===== config.mk =====
export PLATFORM = sky130hd
export DESIGN_NAME = pc_unit
export DESIGN_NICKNAME = d
export VERILOG_FILES = /design/src/rtl/pc_unit.sv
export SDC_FILE = /design/constraint.sdc
export NUM_CORES = 1
export LEC_CHECK = 0
export BUFFER_PORTS_ARGS = -buffer_cell sky130_fd_sc_hd__buf_2
export CAP_MARGIN = 15
export CORE_UTILIZATION = 38
export CTS_CLUSTER_SIZE = 28
export DETAILED_ROUTE_END_ITERATION = 10
export GPL_TIMING_DRIVEN = 0
export PLACE_DENSITY = 0.67
export SLEW_MARGIN = 40
export SYNTH_ARGS = -nofsm -noshare
export SYNTH_HDL_FRONTEND = slang
export SYNTH_SLANG_ARGS = --single-unit

===== constraint.sdc =====
create_clock -name clk -period 2.8 [get_ports clk]
set_input_delay 0.7 -clock clk [delete_from_list [all_inputs] [get_ports clk]]
set_output_delay 0.7 -clock clk [all_outputs]
set_load 0.01 [all_outputs]

===== src/rtl/pc_unit.sv =====
// pc_unit: fetch-stage program counter with BOOT/RUN/HALT control and
// exc > jump > ret > branch > halt > stall redirect priority. Targets that
// are not STEP-aligned trap to EXC_VEC.
// Optional return-address stack, built when PC_UNIT_RAS_EN is defined.
module pc_unit #(
  parameter int unsigned       WIDTH     = 32,
  parameter int unsigned       STEP      = 4,
  parameter logic [WIDTH-1:0]  RESET_VEC = '0,
  parameter logic [WIDTH-1:0]  EXC_VEC   = WIDTH'(32'h80),
  parameter int unsigned       RAS_DEPTH = 4
) (
  input  logic             clk,
  input  logic             rst_n,
  input  logic             stall,
  input  logic             branch_taken,
  input  logic [WIDTH-1:0] branch_target,
  input  logic             jump,
  input  logic [WIDTH-1:0] jump_target,
  input  logic             exc,
  input  logic             halt,
  input  logic             call,
  input  logic             ret,
  output logic [WIDTH-1:0] pc,
  output logic [WIDTH-1:0] pc_seq,
  output logic             fetch_valid,
  output logic             flush,
  output logic             misalign,
  output logic             ras_full,
  output logic             ras_err
);

  localparam logic [WIDTH-1:0] ALIGN_MASK = WIDTH'(STEP - 1);

  typedef enum logic [1:0] {ST_BOOT, ST_RUN, ST_HALT} state_t;

  state_t           state, state_nxt;
  logic [WIDTH-1:0] pc_nxt;
  logic             fetch_valid_nxt;
  logic             flush_nxt;
  logic             misalign_nxt;
  logic             push;
  logic             pop;
  logic             ras_err_nxt;
  logic             ras_empty;
  logic [WIDTH-1:0] ras_top;

  // Sequential fetch address, wraps modulo 2^WIDTH
  assign pc_seq = pc + WIDTH'(STEP);

`ifdef PC_UNIT_RAS_EN
  localparam int unsigned PTR_W = $clog2(RAS_DEPTH);
  localparam int unsigned CNT_W = $clog2(RAS_DEPTH + 1);

  logic [WIDTH-1:0] ras_mem [RAS_DEPTH];
  logic [PTR_W-1:0] ras_ptr;
  logic [CNT_W-1:0] ras_cnt;

  assign ras_empty = (ras_cnt == '0);
  assign ras_full  = (ras_cnt == CNT_W'(RAS_DEPTH));
  assign ras_top   = ras_mem[ras_ptr - PTR_W'(1)];

  // Stack pointer/occupancy; a push when full overwrites the oldest entry
  always_ff @(posedge clk or negedge rst_n) begin
    if (!rst_n) begin
      ras_ptr <= '0;
      ras_cnt <= '0;
      ras_err <= 1'b0;
    end else begin
      ras_err <= ras_err_nxt;
      if (push) begin
        ras_ptr <= ras_ptr + PTR_W'(1);
        if (!ras_full) ras_cnt <= ras_cnt + CNT_W'(1);
      end else if (pop) begin
        ras_ptr <= ras_ptr - PTR_W'(1);
        ras_cnt <= ras_cnt - CNT_W'(1);
      end
    end
  end

  // Return-address storage, no reset needed
  always_ff @(posedge clk) begin
    if (push) ras_mem[ras_ptr] <= pc_seq;
  end
`else
  logic unused_ras;
  assign unused_ras = call ^ ret ^ (RAS_DEPTH == 0) ^ push ^ pop ^ ras_err_nxt;
  assign ras_empty  = 1'b1;
  assign ras_top    = '0;
  assign ras_full   = 1'b0;
  assign ras_err    = 1'b0;
`endif

  // Next-state, next-PC and redirect pulse selection
  always_comb begin
    state_nxt       = state;
    pc_nxt          = pc;
    fetch_valid_nxt = fetch_valid;
    flush_nxt       = 1'b0;
    misalign_nxt    = 1'b0;
    ras_err_nxt     = 1'b0;
    push            = 1'b0;
    pop             = 1'b0;
    case (state)
      ST_BOOT: begin
        state_nxt       = ST_RUN;
        fetch_valid_nxt = 1'b1;
      end
      ST_RUN: begin
        if (exc) begin
          pc_nxt    = EXC_VEC;
          flush_nxt = 1'b1;
        end else if (jump) begin
          flush_nxt = 1'b1;
          if ((jump_target & ALIGN_MASK) != '0) begin
            pc_nxt       = EXC_VEC;
            misalign_nxt = 1'b1;
          end else begin
            pc_nxt = jump_target;
`ifdef PC_UNIT_RAS_EN
            push   = call;
`endif
          end
`ifdef PC_UNIT_RAS_EN
        end else if (ret) begin
          flush_nxt = 1'b1;
          if (ras_empty) begin
            pc_nxt      = EXC_VEC;
            ras_err_nxt = 1'b1;
          end else begin
            pop = 1'b1;
            if ((ras_top & ALIGN_MASK) != '0) begin
              pc_nxt       = EXC_VEC;
              misalign_nxt = 1'b1;
            end else begin
              pc_nxt = ras_top;
            end
          end
`endif
        end else if (branch_taken) begin
          flush_nxt = 1'b1;
          if ((branch_target & ALIGN_MASK) != '0) begin
            pc_nxt       = EXC_VEC;
            misalign_nxt = 1'b1;
          end else begin
            pc_nxt = branch_target;
          end
        end else if (halt) begin
          state_nxt       = ST_HALT;
          fetch_valid_nxt = 1'b0;
        end else if (!stall) begin
          pc_nxt = pc_seq;
        end
      end
      ST_HALT: begin
        if (exc) begin
          state_nxt       = ST_RUN;
          pc_nxt          = EXC_VEC;
          fetch_valid_nxt = 1'b1;
          flush_nxt       = 1'b1;
        end
      end
      default: begin
        state_nxt       = ST_BOOT;
        pc_nxt          = RESET_VEC;
        fetch_valid_nxt = 1'b0;
      end
    endcase
  end

  // State and registered outputs
  always_ff @(posedge clk or negedge rst_n) begin
    if (!rst_n) begin
      state       <= ST_BOOT;
      pc          <= RESET_VEC;
      fetch_valid <= 1'b0;
      flush       <= 1'b0;
      misalign    <= 1'b0;
    end else begin
      state       <= state_nxt;
      pc          <= pc_nxt;
      fetch_valid <= fetch_valid_nxt;
      flush       <= flush_nxt;
      misalign    <= misalign_nxt;
    end
  end

endmodule

==> results.sh, run 1 <==
export IMPL_status="finished, final reports clean"
export IMPL_rr_startpoint="state[1]$_DFFE_PN0P_"
export IMPL_place_ws_ps=2.00
export IMPL_yosys_area_top_type="dfrtp_1"
export IMPL_start_util=0.398
export IMPL_setup_tns_final_ps=0
export IMPL_antenna_found_initial=0
export IMPL_clock_path_buffers=2
export IMPL_synth_distinct_cells=53
export IMPL_clock_sinks=37
export IMPL_vias_per_cell=5.59
export IMPL_synth_mux_area_fraction=0
export IMPL_drc=0
export IMPL_syn2layout_area_growth_pct=39.5
export IMPL_synthCells=362
export IMPL_root_buffer="clkbuf_8"
export IMPL_place_inst=599
export IMPL_ys_seq_elements=37
export IMPL_fin_nets=603
export IMPL_synth_async_sr_flop_share=1.00
export IMPL_cts_clk_slew_worst_paths_ps=80
export IMPL_placed_area_um2=3730
export IMPL_startpoint="pc[3]$_DFFE_PN0P_"
export IMPL_synth_simple_area_share=0.247
export IMPL_num_io_pins=142
export IMPL_maxSlewViolCount=0
export IMPL_gp_congestion=0.923
export IMPL_fin_crit_ps=2720
export IMPL_min_path_type="primary input to async pin"
export IMPL_die_height_um=89.6
export IMPL_fillers=717
export IMPL_drtPass1Iterations=4
export IMPL_worstPathMaxFanout=5
export IMPL_clock_latency_ps=290
export IMPL_io_buffers=137
export IMPL_timing_rr_end="pc[31]$_DFFE_PN0P_"
export IMPL_num_vias=3493
export IMPL_drive_above_1_share=0.384
export IMPL_coreArea_um2=7330
export IMPL_worst_ep_arrival_time_ps=2020
export IMPL_cts_tree="yes"
export IMPL_fin_skew_ps=8.02
export IMPL_ir_drop_mv=0.402
export IMPL_power_per_cell_area_nw_per_um2=718
export IMPL_period_share=0.972
export IMPL_drt_iter0_markers=236
export IMPL_yosys_area_top_type_share=0.317
export IMPL_tightestPinTransition_ps=642
export IMPL_grt_max_degree=38
export IMPL_antenna_left=0
export IMPL_synth_top_family_by_area="compound AO/OA/AOI/OAI gates"
export IMPL_die_area_um2=8030
export IMPL_total_power_mw=2.92
export IMPL_num_rows=31
export IMPL_p_leak_nw=1.97
export IMPL_cts_buffers=5
export IMPL_synth_cell_area_um2=2920
export IMPL_ff2ff_path_depth=7
export IMPL_start_kind="flip-flop"
export IMPL_cts_htree_levels=2
export IMPL_cp_required_ps=2100
export IMPL_yosys_top_cells_count="nor2_1 (42), dfrtp_1 (37), nand2_1 (30)"
export IMPL_instances_no_fill=625
export IMPL_ys_top_cells_by_area="dfrtp_1 (32%), xnor2_1 (5.7%), nor2_1 (5.4%)"
export IMPL_yosysMostFrequentCell="nor2_1"
export IMPL_crit_end="pc_seq[18]"
export IMPL_hpwl_um=7570
export IMPL_grt_pass1_vias=3184
export IMPL_die_x_um=89.6
export IMPL_cap_violations=0
export IMPL_layout_setup_ws_ps=78.6
export IMPL_grt_overflow=0
export IMPL_clock_fmax_mhz=367
export IMPL_final_util=0.555
export IMPL_critPathCaptureType="output pin"
export IMPL_relSlewSlack=0.572
export IMPL_wl_per_cell_um=16.5
export IMPL_wl_um=10300
export IMPL_synth_edf_count=0
export IMPL_criticalPathCategory="flip-flop to output pin"
export IMPL_hold_viol=0
export IMPL_gr_usage_all_layers=0.260
export IMPL_hold_buffers=0
export IMPL_yosysSeqAreaShare=0.317
export IMPL_rsz0062_at_grt="yes"
export IMPL_synth_warnings=0
export IMPL_fin_area_um2=4070
export IMPL_setup_violations=0
export IMPL_ys_flop_type="dfrtp_1"
export IMPL_synth_compound_area_share=0.277
export IMPL_reg2reg_slack_ps=370
export IMPL_grt_pass1_wl_um=15800
export IMPL_holdWs_ps=375
export IMPL_avgSynthCellArea_um2=8.06
export IMPL_synth_xor_xnor_area_share=0.0840
export IMPL_synthAdderAreaFrac=0.0214
export IMPL_n_antenna_cell=0
[worst min-delay path by stage]
stage	slack, ps	start	endpoint
2_1_floorplan	400	rst_n	fetch_valid$_DFFE_PN0P_
3_3_place_gp	510	pc[0]$_DFFE_PN0P_	pc[0]$_DFFE_PN0P_
3_5_place_dp	510	pc[0]$_DFFE_PN0P_	pc[0]$_DFFE_PN0P_
4_1_cts	390	rst_n	pc[20]$_DFFE_PN0P_
5_1_grt	410	rst_n	pc[19]$_DFFE_PN0P_
6_report	380	rst_n	pc[20]$_DFFE_PN0P_
[worst max-delay path, stage by stage (launching register included)]
cell     delay, ps
dfrtp_2        450
ha_4           180
nand4_1         70
buf_4          170
nor4_4         300
and3_4         260
xor2_1         140
buf_2          150
[placed cells by master (no fill, tap or decap), types with 3 or more instances in the layout]
cell type  Yosys  layout
nand4_1       10      10
o22a_1         6       6
o2bb2a_1       9       9
xnor2_1       19      19
nor2b_1        4       4
inv_1          8       8
clkbuf_8       0       5
nor2_1        42      39
or2_2          4       4
clkbuf_1      16      18
nand2_1       30      29
nor2_4         0       3
a311oi_1       5       5
and3_1         6       5
a21oi_1       23      23
and4_1         5       4
nor3_1         4       4
a211oi_1       4       4
buf_4          4      24
ha_1           5       4
nand3_1       12      12
o21ai_0       23      23
o22ai_1       22      22
buf_2          5     139
nand2b_1       5       5
o21ai_1        4       4
xor2_1         9       9
o31ai_1        7       7
dfrtp_1       37      27
dfrtp_2        0      10
[power breakdown]
part / internal, mW / switching [mW] / leakage (nW)
Combinational: 0.694 / 0.860 / 1.46
Clock: 0.177 / 0.195 / 0.0395
Sequential: 0.723 / 0.272 / 0.466
[flip-flops by register name, summed over array words and instances, names as in the netlist]
signal / cells
state: 2
fetch_valid: 1
flush: 1
pc: 32
misalign: 1
[area by class of cell]
type	count	area, um2	area share
Buffer	26	131	0.0323
Clock buffer	8	80.1	0.0197
Inverter	8	30.0	0.00738
Multi-Input combinational cell	291	1930	0.475
Sequential cell	37	938	0.231
Tap cell	99	124	0.0304
Timing Repair Buffer	156	831	0.204
[per-layer routing]
metal	track usage	routed length [um]	vias up
met5	0	0	-
met4	0.0649	121	0
met1	0.361	4580	1658
met2	0.428	4970	153
li1	-	-	1664
met3	0.0338	650	18
[kinds of logic (layout without fill, tap and decap cells)]
group           after synthesis  in the layout
buf+inv                      35            198
other cells                   1              2
compound gates              120            120
fa+ha+maj                     5              5
xor+xnor                     28             28
flops                        37             37
simple gates                136            136
[timing repair]
action	in CTS	in global routing
buffers inserted	6	13
pin swaps	4	7
setup endpoints to repair	14	17
endpoints found under the hold margin	0	0
cloned	0	0
gates resized for setup	14	19
(Power assumes the default switching activity.)
==> run 2, diff against run 1 <==
--- a/config.mk
+++ b/config.mk
@@ -7,11 +7,11 @@
 export LEC_CHECK = 0
 export BUFFER_PORTS_ARGS = -buffer_cell sky130_fd_sc_hd__buf_2
 export CAP_MARGIN = 15
-export CORE_UTILIZATION = 38
+export CORE_UTILIZATION = 47
 export CTS_CLUSTER_SIZE = 28
 export DETAILED_ROUTE_END_ITERATION = 10
 export GPL_TIMING_DRIVEN = 0
-export PLACE_DENSITY = 0.67
+export PLACE_DENSITY = 0.8
 export SLEW_MARGIN = 40
 export SYNTH_ARGS = -nofsm -noshare
 export SYNTH_HDL_FRONTEND = slang
==> run 2 against run 1 <==
The run now ends with negative setup slack left. Largest power group unchanged. Highest routed layer unchanged. Utilization grew 14 points. Critical path depth is the same. Largest cell class unchanged. Routed wire length grew 3.5%.
==> results.sh, run 2 (same netlist as run 1, synthesis figures left out) <==
export IMPL_drc=0
export IMPL_setup_violations=1
export IMPL_power_switching_mw=1.37
export IMPL_root_buffer="clkbuf_8"
export IMPL_status="finished with violations"
export IMPL_min_path_type="primary input to async pin"
export IMPL_swShare=0.460
export IMPL_setup_tns_final_ps=-10.6
export IMPL_io_buffers=137
export IMPL_final_cell_mix="buf_2 (139), nor2_1 (38), buf_4 (31)"
export IMPL_fin_skew_ps=2.44
export IMPL_hpwl_um=7380
export IMPL_relSlewSlack=0.564
export IMPL_largest_register="pc"
export IMPL_die_x_um=80.8
export IMPL_rsz0062_at_grt="yes"
export IMPL_maxSlewViolCount=0
export IMPL_period_share=1.00
export IMPL_grt_max_degree=38
export IMPL_clkPwrFrac=0.128
export IMPL_antenna_left=0
export IMPL_placed_area_um2=3700
export IMPL_startpoint="pc[11]$_DFFE_PN0P_"
export IMPL_wl_um=10700
export IMPL_top_regs="pc: 32 flops, state: 2 flops"
export IMPL_start_util=0.490
export IMPL_hold_buffers=0
export IMPL_tightestPinTransition_ps=654
export IMPL_worstPathMaxFanout=4
export IMPL_wl_per_cell_um=17.5
export IMPL_layout_setup_ws_ps=-10.6
export IMPL_hold_viol=0
export IMPL_clock_fmax_mhz=356
export IMPL_die_height_um=80.8
export IMPL_num_vias=3721
export IMPL_gr_usage_all_layers=0.320
export IMPL_ff_latch_area_um2=937
export IMPL_drt_iter0_markers=405
export IMPL_critPathCaptureType="output pin"
export IMPL_cts_clk_slew_worst_paths_ps=80
export IMPL_cts_buffers=5
export IMPL_cp_required_ps=2100
export IMPL_grt_overflow=0
export IMPL_cts_tree="yes"
export IMPL_fillers=503
export IMPL_fin_area_um2=4120
export IMPL_clock_sinks=37
export IMPL_rr_startpoint="state[1]$_DFFE_PN0P_"
export IMPL_clock_latency_ps=300
export IMPL_drive_above_1_share=0.396
export IMPL_clock_path_buffers=2
export IMPL_criticalPathCategory="flip-flop to output pin"
export IMPL_fin_crit_ps=2810
export IMPL_violations="negative setup slack"
export IMPL_antenna_found_initial=0
export IMPL_final_util=0.692
export IMPL_worst_ep_arrival_time_ps=2110
export IMPL_final_common_cell="buf_2"
export IMPL_fin_nets=612
export IMPL_power_per_cell_area_nw_per_um2=724
export IMPL_num_rows=28
export IMPL_grt_pass1_wl_um=15800
export IMPL_coreArea_um2=5960
export IMPL_vias_per_cell=6.10
export IMPL_start_kind="flip-flop"
export IMPL_seq_power_share=0.335
export IMPL_holdWs_ps=362
export IMPL_n_antenna_cell=0
export IMPL_drtPass1Iterations=5
export IMPL_die_area_um2=6530
export IMPL_internal_power_mw=1.61
export IMPL_power_frac_comb=0.538
export IMPL_cap_violations=0
export IMPL_cts_htree_levels=2
export IMPL_largest_reg_flops=32
export IMPL_syn2layout_area_growth_pct=41.2
export IMPL_multi_input_area_um2=1930
export IMPL_num_io_pins=142
export IMPL_gp_congestion=0.852
export IMPL_grt_pass1_vias=3301
export IMPL_p_leak_nw=2.02
export IMPL_ir_drop_mv=0.409
[run 2: cell count changes in the layout (fill, tap and decap cells not counted), sizes merged]
cell | before | now
clkinv | 0 | 2
clkbuf | 23 | 21
buf | 167 | 176
[run 2: layer usage]
metal,track usage,up-vias,part of all wire
met5,0,-,0
li1,-,1678,-
met1,0.408,1766,0.39
met4,0.152,0,0.032
met3,0.0382,36,0.082
met2,0.539,241,0.50
[run 2: worst paths after layout]
path	to	slack, ps	cells after the start
setup / recovery	pc_seq[18]	-10	7
hold / removal	pc[21]$_DFFE_PN0P_	360	1
setup reg to reg	pc[15]$_DFFE_PN0P_	350	7
hold reg to reg	fetch_valid$_DFFE_PN0P_	530	2
max in group asynchronous	pc[14]$_DFFE_PN0P_	2060	1
min in group clk	fetch_valid$_DFFE_PN0P_	530	2
[run 2: area by class of cell]
class                      count  area share
tap                           75      0.0228
buffer                        26      0.0319
timing repair buffer         165       0.222
clock buffer                   6      0.0176
inverter                       8     0.00729
multi-input combinational    291       0.469
clock inverter                 2     0.00243
sequential                    37       0.227
[run 2: power by group through the flow]
stage | sequential, mW | clock, mW | combinational [mW]
2_1_floorplan | 1.01 | 0 | 0.828
3_3_place_gp | 0.968 | 0 | 1.43
3_5_place_dp | 0.979 | 0 | 1.48
4_1_cts | 0.973 | 0.380 | 1.50
5_1_grt | 1.03 | 0.399 | 1.76
6_report | 0.999 | 0.380 | 1.60
[run 2: what timing repair did]
action                     4_1_cts  5_1_grt
setup endpoints to repair       14       19
setup buffers                    7       21
gates resized for setup         14       19
pin swaps                        5       13
[run 2: worst max-delay path, cell delays in order, from the launching register on]
cell     delay (ps)
dfrtp_1         380
buf_6           120
nand4_1         200
buf_6           220
nor4_4          310
and3_4          270
xor2_1          160
buf_2           150
[run 2: per-stage QoR]
stage / setup slack, ps / total power [mW] / cells
6_report: -10.6 / 2.98 / 610
5_1_grt: -65.0 / 3.18 / 610
4_1_cts: 1.14 / 2.85 / 590
3_5_place_dp: -1.26 / 2.46 / 575
3_3_place_gp: 20.7 / 2.40 / 575
2_1_floorplan: 370 / 1.84 / 363
